## config.mk

```make
export PLATFORM = sky130hd
export DESIGN_NAME = tcp_tuple_extractor
export DESIGN_NICKNAME = d
export VERILOG_FILES = /design/src/rtl/tcp_tuple_extractor.sv
export SDC_FILE = /design/constraint.sdc
export NUM_CORES = 1
export LEC_CHECK = 0
export CORE_UTILIZATION = 58
export DETAILED_ROUTE_END_ITERATION = 12
export MAX_ROUTING_LAYER = met4
export PLACE_DENSITY = 0.76
export SETUP_SLACK_MARGIN = 0.15
export SLEW_MARGIN = 10
export SYNTH_ARGS = -nofsm -noshare
export SYNTH_HDL_FRONTEND = slang
export SYNTH_SLANG_ARGS = --single-unit
```

## constraint.sdc

```tcl
create_clock -name clk -period 11.6 [get_ports clk]
set_input_delay 2.32 -clock clk [delete_from_list [all_inputs] [get_ports clk]]
set_output_delay 2.32 -clock clk [all_outputs]
set_load 0.02 [all_outputs]
```

## src/rtl/tcp_tuple_extractor.sv

```systemverilog
// Pass-through NetFPGA stage that forwards every word and extracts the TCP 4-tuple plus
// flags of IPv4/TCP packets into a first-word-fall-through tuple FIFO.
module tcp_tuple_extractor #(
  parameter int DATA_WIDTH      = 64,
  parameter int CTRL_WIDTH      = DATA_WIDTH / 8,
  parameter int IN_FIFO_BITS    = 3,
  parameter int TUPLE_FIFO_BITS = 2,
  parameter int DIR_MODE        = 1
) (
  input  logic                  clk,
  input  logic                  reset,
  input  logic [DATA_WIDTH-1:0] in_data,
  input  logic [CTRL_WIDTH-1:0] in_ctrl,
  input  logic                  in_wr,
  output logic                  in_rdy,
  output logic [DATA_WIDTH-1:0] out_data,
  output logic [CTRL_WIDTH-1:0] out_ctrl,
  output logic                  out_wr,
  input  logic                  out_rdy,
  output logic                  tuple_valid,
  input  logic                  tuple_ready,
  output logic [95:0]           tuple_data,
  output logic [7:0]            tuple_flags,
  output logic                  tuple_swapped,
  output logic [31:0]           num_tcp,
  output logic [31:0]           num_tuples,
  output logic [31:0]           num_drops,
  output logic [31:0]           num_opt_skip
);

  localparam int IN_W     = CTRL_WIDTH + DATA_WIDTH;
  localparam int IN_DEPTH = 2 ** IN_FIFO_BITS;
  localparam int T_W      = 105;
  localparam int T_DEPTH  = 2 ** TUPLE_FIFO_BITS;
  localparam logic [IN_FIFO_BITS:0]    IN_FULL = {1'b1, {IN_FIFO_BITS{1'b0}}};
  localparam logic [TUPLE_FIFO_BITS:0] T_FULL  = {1'b1, {TUPLE_FIFO_BITS{1'b0}}};

  typedef enum logic [2:0] {
    S_HDR, S_W2, S_W3, S_W4, S_W5, S_W6, S_SKIP, S_OPT
  } state_t;

  logic [IN_W-1:0]         in_mem [IN_DEPTH];
  logic [IN_FIFO_BITS-1:0] in_wptr, in_rptr;
  logic [IN_FIFO_BITS:0]   in_count;
  logic                    in_push, in_empty, rd_en;

  logic [T_W-1:0]             t_mem [T_DEPTH];
  logic [TUPLE_FIFO_BITS-1:0] t_wptr, t_rptr;
  logic [TUPLE_FIFO_BITS:0]   t_count;
  logic                       t_empty, t_full, t_pop, t_push, t_drop;

  state_t         state, state_next;
  logic           is_ctrl, is_ipv4, tcp_hit, opt_hit, cap_w4, cap_w5, cap_w6, swap;
  logic [31:0]    src_ip, dst_ip;
  logic [15:0]    src_port, dst_port;
  logic           push_req;
  logic [T_W-1:0] push_entry, entry;

  assign in_empty = (in_count == {(IN_FIFO_BITS+1){1'b0}});
  assign in_rdy   = (in_count != IN_FULL);
  assign in_push  = in_wr && in_rdy;
  assign rd_en    = !in_empty && out_rdy;
  assign out_wr   = rd_en;
  assign {out_ctrl, out_data} = in_mem[in_rptr];

  // Input FIFO storage
  always_ff @(posedge clk) begin
    if (in_push) begin
      in_mem[in_wptr] <= {in_ctrl, in_data};
    end
  end

  // Input FIFO pointers and occupancy
  always_ff @(posedge clk) begin
    if (reset) begin
      in_wptr  <= {IN_FIFO_BITS{1'b0}};
      in_rptr  <= {IN_FIFO_BITS{1'b0}};
      in_count <= {(IN_FIFO_BITS+1){1'b0}};
    end else begin
      if (in_push) in_wptr <= in_wptr + IN_FIFO_BITS'(1'b1);
      if (rd_en)   in_rptr <= in_rptr + IN_FIFO_BITS'(1'b1);
      case ({in_push, rd_en})
        2'b10:   in_count <= in_count + (IN_FIFO_BITS+1)'(1'b1);
        2'b01:   in_count <= in_count - (IN_FIFO_BITS+1)'(1'b1);
        default: in_count <= in_count;
      endcase
    end
  end

  assign is_ctrl = (out_ctrl != {CTRL_WIDTH{1'b0}});
  assign is_ipv4 = (out_data[31:16] == 16'h0800) && (out_data[15:12] == 4'd4);

  // Parser next state; only a forwarded word advances it
  always_comb begin
    state_next = state;
    tcp_hit    = 1'b0;
    opt_hit    = 1'b0;
    cap_w4     = 1'b0;
    cap_w5     = 1'b0;
    cap_w6     = 1'b0;
    if (rd_en) begin
      case (state)
        S_HDR:  if (is_ctrl) state_next = S_HDR; else state_next = S_W2;
        S_W2: begin
          if (is_ctrl)                                state_next = S_HDR;
          else if (is_ipv4 && out_data[11:8] == 4'd5) state_next = S_W3;
          else if (is_ipv4)                           state_next = S_OPT;
          else                                        state_next = S_SKIP;
        end
        S_OPT: begin
          if (is_ctrl) begin
            state_next = S_HDR;
          end else begin
            state_next = S_SKIP;
            opt_hit    = (out_data[7:0] == 8'h06);
          end
        end
        S_W3: begin
          if (is_ctrl) begin
            state_next = S_HDR;
          end else if (out_data[7:0] == 8'h06) begin
            state_next = S_W4;
            tcp_hit    = 1'b1;
          end else begin
            state_next = S_SKIP;
          end
        end
        S_W4: begin
          if (is_ctrl) begin
            state_next = S_HDR;
          end else begin
            state_next = S_W5;
            cap_w4     = 1'b1;
          end
        end
        S_W5: begin
          if (is_ctrl) begin
            state_next = S_HDR;
          end else begin
            state_next = S_W6;
            cap_w5     = 1'b1;
          end
        end
        S_W6: begin
          cap_w6 = 1'b1;
          if (is_ctrl) state_next = S_HDR; else state_next = S_SKIP;
        end
        S_SKIP: if (is_ctrl) state_next = S_HDR; else state_next = S_SKIP;
        default: state_next = S_HDR;
      endcase
    end else begin
      state_next = state;
    end
  end

  // Parser state and captured header fields
  always_ff @(posedge clk) begin
    if (reset) begin
      state    <= S_HDR;
      src_ip   <= 32'h0;
      dst_ip   <= 32'h0;
      src_port <= 16'h0;
      dst_port <= 16'h0;
    end else begin
      state <= state_next;
      if (cap_w4) begin
        src_ip         <= out_data[47:16];
        dst_ip[31:16]  <= out_data[15:0];
      end
      if (cap_w5) begin
        dst_ip[15:0] <= out_data[63:48];
        src_port     <= out_data[47:32];
        dst_port     <= out_data[31:16];
      end
    end
  end

  // Endpoint ordering; flags byte is the low byte of the current word, ACK is bit 4
  always_comb begin
    swap = 1'b0;
    case (DIR_MODE)
      32'sd0:  swap = 1'b0;
      32'sd1:  swap = out_data[4];
      32'sd2:  swap = ({src_ip, src_port} > {dst_ip, dst_port});
      default: swap = 1'b0;
    endcase
    if (swap) begin
      entry = {1'b1, out_data[7:0], dst_ip, src_ip, dst_port, src_port};
    end else begin
      entry = {1'b0, out_data[7:0], src_ip, dst_ip, src_port, dst_port};
    end
  end

  // Registered push request, issued the cycle after word 6 is forwarded
  always_ff @(posedge clk) begin
    if (reset) begin
      push_req   <= 1'b0;
      push_entry <= {T_W{1'b0}};
    end else begin
      push_req <= cap_w6;
      if (cap_w6) push_entry <= entry;
    end
  end

  assign t_empty = (t_count == {(TUPLE_FIFO_BITS+1){1'b0}});
  assign t_full  = (t_count == T_FULL);
  assign t_pop   = !t_empty && tuple_ready;
  assign t_push  = push_req && (!t_full || t_pop);
  assign t_drop  = push_req && t_full && !t_pop;

  // Tuple FIFO storage
  always_ff @(posedge clk) begin
    if (t_push) begin
      t_mem[t_wptr] <= push_entry;
    end
  end

  // Tuple FIFO pointers, occupancy and statistics
  always_ff @(posedge clk) begin
    if (reset) begin
      t_wptr       <= {TUPLE_FIFO_BITS{1'b0}};
      t_rptr       <= {TUPLE_FIFO_BITS{1'b0}};
      t_count      <= {(TUPLE_FIFO_BITS+1){1'b0}};
      num_tcp      <= 32'h0;
      num_tuples   <= 32'h0;
      num_drops    <= 32'h0;
      num_opt_skip <= 32'h0;
    end else begin
      if (t_push) t_wptr <= t_wptr + TUPLE_FIFO_BITS'(1'b1);
      if (t_pop)  t_rptr <= t_rptr + TUPLE_FIFO_BITS'(1'b1);
      case ({t_push, t_pop})
        2'b10:   t_count <= t_count + (TUPLE_FIFO_BITS+1)'(1'b1);
        2'b01:   t_count <= t_count - (TUPLE_FIFO_BITS+1)'(1'b1);
        default: t_count <= t_count;
      endcase
      if (tcp_hit) num_tcp      <= num_tcp + 32'd1;
      if (t_push)  num_tuples   <= num_tuples + 32'd1;
      if (t_drop)  num_drops    <= num_drops + 32'd1;
      if (opt_hit) num_opt_skip <= num_opt_skip + 32'd1;
    end
  end

  assign tuple_valid = !t_empty;
  assign {tuple_swapped, tuple_flags, tuple_data} = t_empty ? {T_W{1'b0}} : t_mem[t_rptr];

endmodule

```

* Word-level counts from Yosys, hierarchy flattened
Memories as Yosys holds them, arrays and structs flattened. A register that Yosys moved wholly into a read port is not among the register bits.
Cells that the tools add are included.
** Storage, ports and cells
- Bits in registers :: 350
- Output and inout port bits :: 308
- Memories kept :: 2
- Memory bits (writable) :: 996
** Cells by class
- Mux-type cells :: 36
- Reductions and logical operators :: 20
- Equality and inequality tests :: 17
- Add/sub/neg operators :: 12
** Memory list
- in_mem :: depth 8, width 72, read ports 1, clocked after Yosys merged registers in 1, write ports 1, line 42 : logic [IN_W-1:0] in_mem [IN_DEPTH];
- t_mem :: depth 4, width 105, read ports 1, clocked after Yosys merged registers in 1, write ports 1, line 47 : logic [T_W-1:0] t_mem [T_DEPTH];
** Operator list (number)
- 105-bit 2-to-1 mux :: 2
- 32-bit by 1-bit adder with 32-bit output, second input constant :: 4
- 3-bit 2-to-1 mux :: 9
- 1-bit 2-to-1 mux :: 20
- 3-bit one-hot mux with 6 select lines :: 1
- 16-bit by 12-bit equality test with 1-bit output, second input constant :: 1
- 3-bit equality test, second input constant :: 5
- 3-bit by 1-bit adder with 3-bit output, second input constant :: 3
- 4-bit by 3-bit equality test with 1-bit output, second input constant :: 2
- 8-bit by 3-bit equality test with 1-bit output, second input constant :: 1
- 1-bit logical AND :: 8
- 4-bit one-hot mux with 2 select lines :: 1
- 8-bit nonzero test :: 1
- 3-bit by 2-bit equality test with 1-bit output, second input constant :: 2
- 3-bit zero test :: 2
- 3-bit one-hot mux with 2 select lines :: 1
- 2-bit by 1-bit adder with 2-bit output, second input constant :: 2
- 4-bit by 1-bit adder with 4-bit output, second input constant :: 1
- 2-bit by 1-bit equality test with 1-bit output, second input constant :: 2
- 2-bit equality test, second input constant :: 2
- 1-bit zero test :: 4
- 4-bit zero test :: 1
- 2-bit 2-to-1 mux :: 2
- 4-bit inequality test, second input constant :: 1
- other kinds (6) :: 7

* Depth between registers and ports, before layout
- Word-level depth :: 7
- Gate-level depth with buffers :: 14
- Depth with buffers taken out :: 10

* Worst setup path after synthesis
Ideal clock, no wire load.
- Kind :: input to register
- From :: input in_wr
- To :: memory in_mem[0][0] in the netlist's numbering, enable pin
- Cell stages on the path :: 2
- Path slack :: 1.630 ns
- Required time :: 10.920 ns
- Path buffers :: 0
- Data arrival time :: 9.290 ns
- Cell sequence :: nand2_1 -> nor4_1
** Between the ends
- Longest elaborated chain between the ends :: 3
** RTL lines
- start, declared :: line 14 : input logic in_wr,
- 1-bit logical AND :: line 61 : assign in_push = in_wr && in_rdy;
- 1-bit 2-to-1 mux :: line 68 : if (in_push) begin
- 1-bit 2-to-1 mux (implied by the code) :: line 69 : in_mem[in_wptr] <= {in_ctrl, in_data};
- end, declared :: line 42
No other way between the ends.

==> out/metrics.cfg <==
[outcome]
outcome = finished clean

[synthesis]
largest_family_of_logic_cells_by_synthesized_area = multiplexers
ys_seq_elements = 1346
synth_area_in_adders = 0.00406
compound_gate_fraction_of_synth_area = 0.0389
postSynthCellCount = 3318
synth_area_um2 = 53100
synth_simple_gate_area_frac = 0.0766
syn_nets = 3411
dominantRegCellSynth = sky130_fd_sc_hd__edfxtp_1
synthDistinctLibCells = 58
number_of_enable_flip_flop_cells_after_synthesis = 992
ys_seq_area_frac = 0.695
proportion_of_synthesized_area_in_mux_cells = 0.156
synthesized_area_per_cell_um2 = 16.0
async_flop_share = 0
synthesis.yosys.warnings = 0
synth_xor_xnor_area_share = 0.0107

[floorplanning]
floorplan.core_area_um2 = 90300
floorplan.initialDensity = 0.588
horizontal_die_dimension_um = 304
row_count = 110
top_level_ports = 385
die_area_um2 = 92700
height_of_the_die_um = 304

[hold_path]
hp-class = register to register
worst_hold_startpoint = push_entry[23]

[layout]
most-common-layout-cells = sky130_fd_sc_hd__edfxtp_1, sky130_fd_sc_hd__clkdlybuf4s50_1, sky130_fd_sc_hd__dfxtp_1
most_frequent_standard_cell_in_the_layout_excluding_fill_and_tap_cells = sky130_fd_sc_hd__edfxtp_1
layout-drive-gt1-share = 0.162
flow.area_growth_from_synthesis_pct = 18.1
layoutNonFillerInstCount = 4980
final_core_util = 0.694
nets = 3766

[timing]
timing.final.crit_share = 0.618
totalNegativeSetupSlack_ps = 0
final.setup.worst_slack_ps = 4430
max_slew.worst_pin.slew_ps = 1230
slew_headroom = 0.180
finClkSkew_ps = 30.0
slew_violations = 0
fin_crit_ps = 7170
report.final.hold_viol_count = 0
max_fclk_ghz = 0.139
rsz0062_at_grt = no
final_number_of_setup_violating_endpoints = 0

[worst_setup_path]
crit_path_max_incr_delay_ps = 820
critPathCaptureType = primary output
critical_path_arrival_ps = 4850
critical_setup_path_kind = register to primary output
critical_path_cell_by_cell = buf_4 > buf_4 > mux2_2 > o22ai_1 > a221oi_1 > clkdlybuf4s50_1
crit_path_max_fanout = 46
critical_path.startpoint_type = register
worst_r2r_endpoint = num_tcp[14]
worst_ep_required_time_ps = 9280
worst-r2r-setup-slack_ps = 5590
cp_common_cell = sky130_fd_sc_hd__buf_4
timing.critical_path.slowest_stage_cell = sky130_fd_sc_hd__a221oi_1
worst_r2r_path_depth = 10
timing.critical_path.to = out_data[26]

[place]
place.detailed.hpwl_um = 82700
buffers_on_ports = 384
globalplace.congestion = 0.836
place_worst_setup_slack_ps = 5250
placed_cells_incl_taps = 4711

[routing]
routed_wire_length_per_instance_um = 26.6
drtAntennaViolNets = 0
finalWirelength_um = 132000
vias = 31025
firstDrtPassIters = 6
remaining_drc_errors = 0
dr.first_iter.drc_count = 3401
vias_per_cell = 6.23

[global_route]
pin_count_of_the_biggest_net_entering_global_routing = 107
antenna_found_initial = 18
first_global_vias = 31040
global_route.overflow_total = 0
grtUsageTotal = 0.295
grt_pass1_wl_um = 198000

[clock_tree]
cts_sink_cnt = 1346
tritoncts.num_buffers = 136
cts_hold_repair.buffers = 0
clock_insertion_delay_worst_skew_ps = 740
post_cts_resized = 0
cts_tree = done
clockRootBuffer = sky130_fd_sc_hd__clkbuf_16
clock_path_buffers = 3
cts_htree_levels = 4
clk_transition_reported_paths_ps = 60
cts_setup_buffers = 0

[run]
cap_viol_max_count = 0

[power]
peakVddDrop_v = 0.000184
cellLeakagePower_nw = 18.8
power.density_nw_per_um2 = 178

synthesized netlist by cell type (all sizes together), types with 16 or more instances:
cell type | count | share of area
dfxtp | 354 | 0.13
mux2i | 241 | 0.045
a211oi | 102 | 0.015
nand3 | 50 | 0.0047
mux2 | 99 | 0.021
and2 | 115 | 0.014
xor2 | 49 | 0.0081
mux4 | 211 | 0.090
o41ai | 23 | 0.0038
a21oi | 53 | 0.0050
nor2b | 23 | 0.0027
or4 | 28 | 0.0040
xnor2 | 16 | 0.0026
edfxtp | 992 | 0.56
inv | 27 | 0.0019
and3 | 41 | 0.0048
nor4 | 18 | 0.0021
nor2 | 324 | 0.023
o21ai | 21 | 0.0020
buf | 71 | 0.0067
o311ai | 21 | 0.0035
or3 | 21 | 0.0025
nand2 | 80 | 0.0057
nor3 | 27 | 0.0025
clkbuf | 141 | 0.010
o31ai | 26 | 0.0037
or2 | 24 | 0.0028
nand4 | 28 | 0.0033
layout make-up:
class                   instances  area (um^2)
inverters                      27          101
well taps                    1176         1470
multi-input cells            1733        15300
clock buffers                 201         4050
flip-flops and latches       1346        36900
fillers                      5839        27600
diodes                         17         42.5
repair buffers                429         4190
clock inverters                51          586
per-stage QoR:
step                hold WS [ps]  area [um^2]  power, mW
finish                       493        62600       11.2
global route                 514        62600       11.4
CTS                          495        62600       11.2
detailed placement           486        58000       6.77
global placement             472        57900       6.73
floorplan                    454        53100       6.19
registers in the layout (all words and copies together), names as in the netlist, 3 cells and up, named ones only:
name and flops:
in_wptr 3, src_port 16, num_opt_skip 32, num_tuples 32
in_count 4, state 3, num_tcp 32, t_mem 416
dst_ip 32, num_drops 32, dst_port 16, in_mem 576
push_entry 104, in_rptr 3, src_ip 32, t_count 3
worst max-delay path: cells and delay by family, from the launching register on:
kind / cells / cell delay [ps]
buffers and inverters: 3 / 2150
AO/OA/AOI/OAI: 2 / 900
flip-flops: 1 / 760
multiplexers: 1 / 280
layer usage:
layer  vias to the layer above  global-route usage  share of wire
met2                      1337               0.467           0.49
met4                         0              0.0976          0.028
met3                       233              0.0570          0.079
met5                         -                   -              0
met1                     15840               0.387           0.40
li1                      13615                   -              -
worst min path at each step:
| stage | endpoint | slack [ps] | cells past startpoint |
|---|---|---|---|
| after detailed placement | num_tuples[1] | 490 | 2 |
| after global placement | t_mem[3][65] | 470 | 0 |
| final | t_mem[0][23] | 490 | 0 |
| after floorplan | register | 450 | 2 |
| after global routing | t_mem[2][65] | 510 | 0 |
| after CTS | num_tuples[1] | 490 | 2 |
cell families after synthesis:
kind of cell / after synthesis
AO/OA/AOI/OAI: 290
adder cells (fa/ha/maj): 16
AND/OR/NAND/NOR: 811
buffers and inverters: 239
XOR/XNOR: 65
flip-flops: 1346
multiplexers: 551
report_power, final:
group | switching, mW | internal (mW)
logic | 0.818 | 0.547
clock network | 1.80 | 2.67
registers | 0.0639 | 5.25
(Power assumes the default switching activity.)
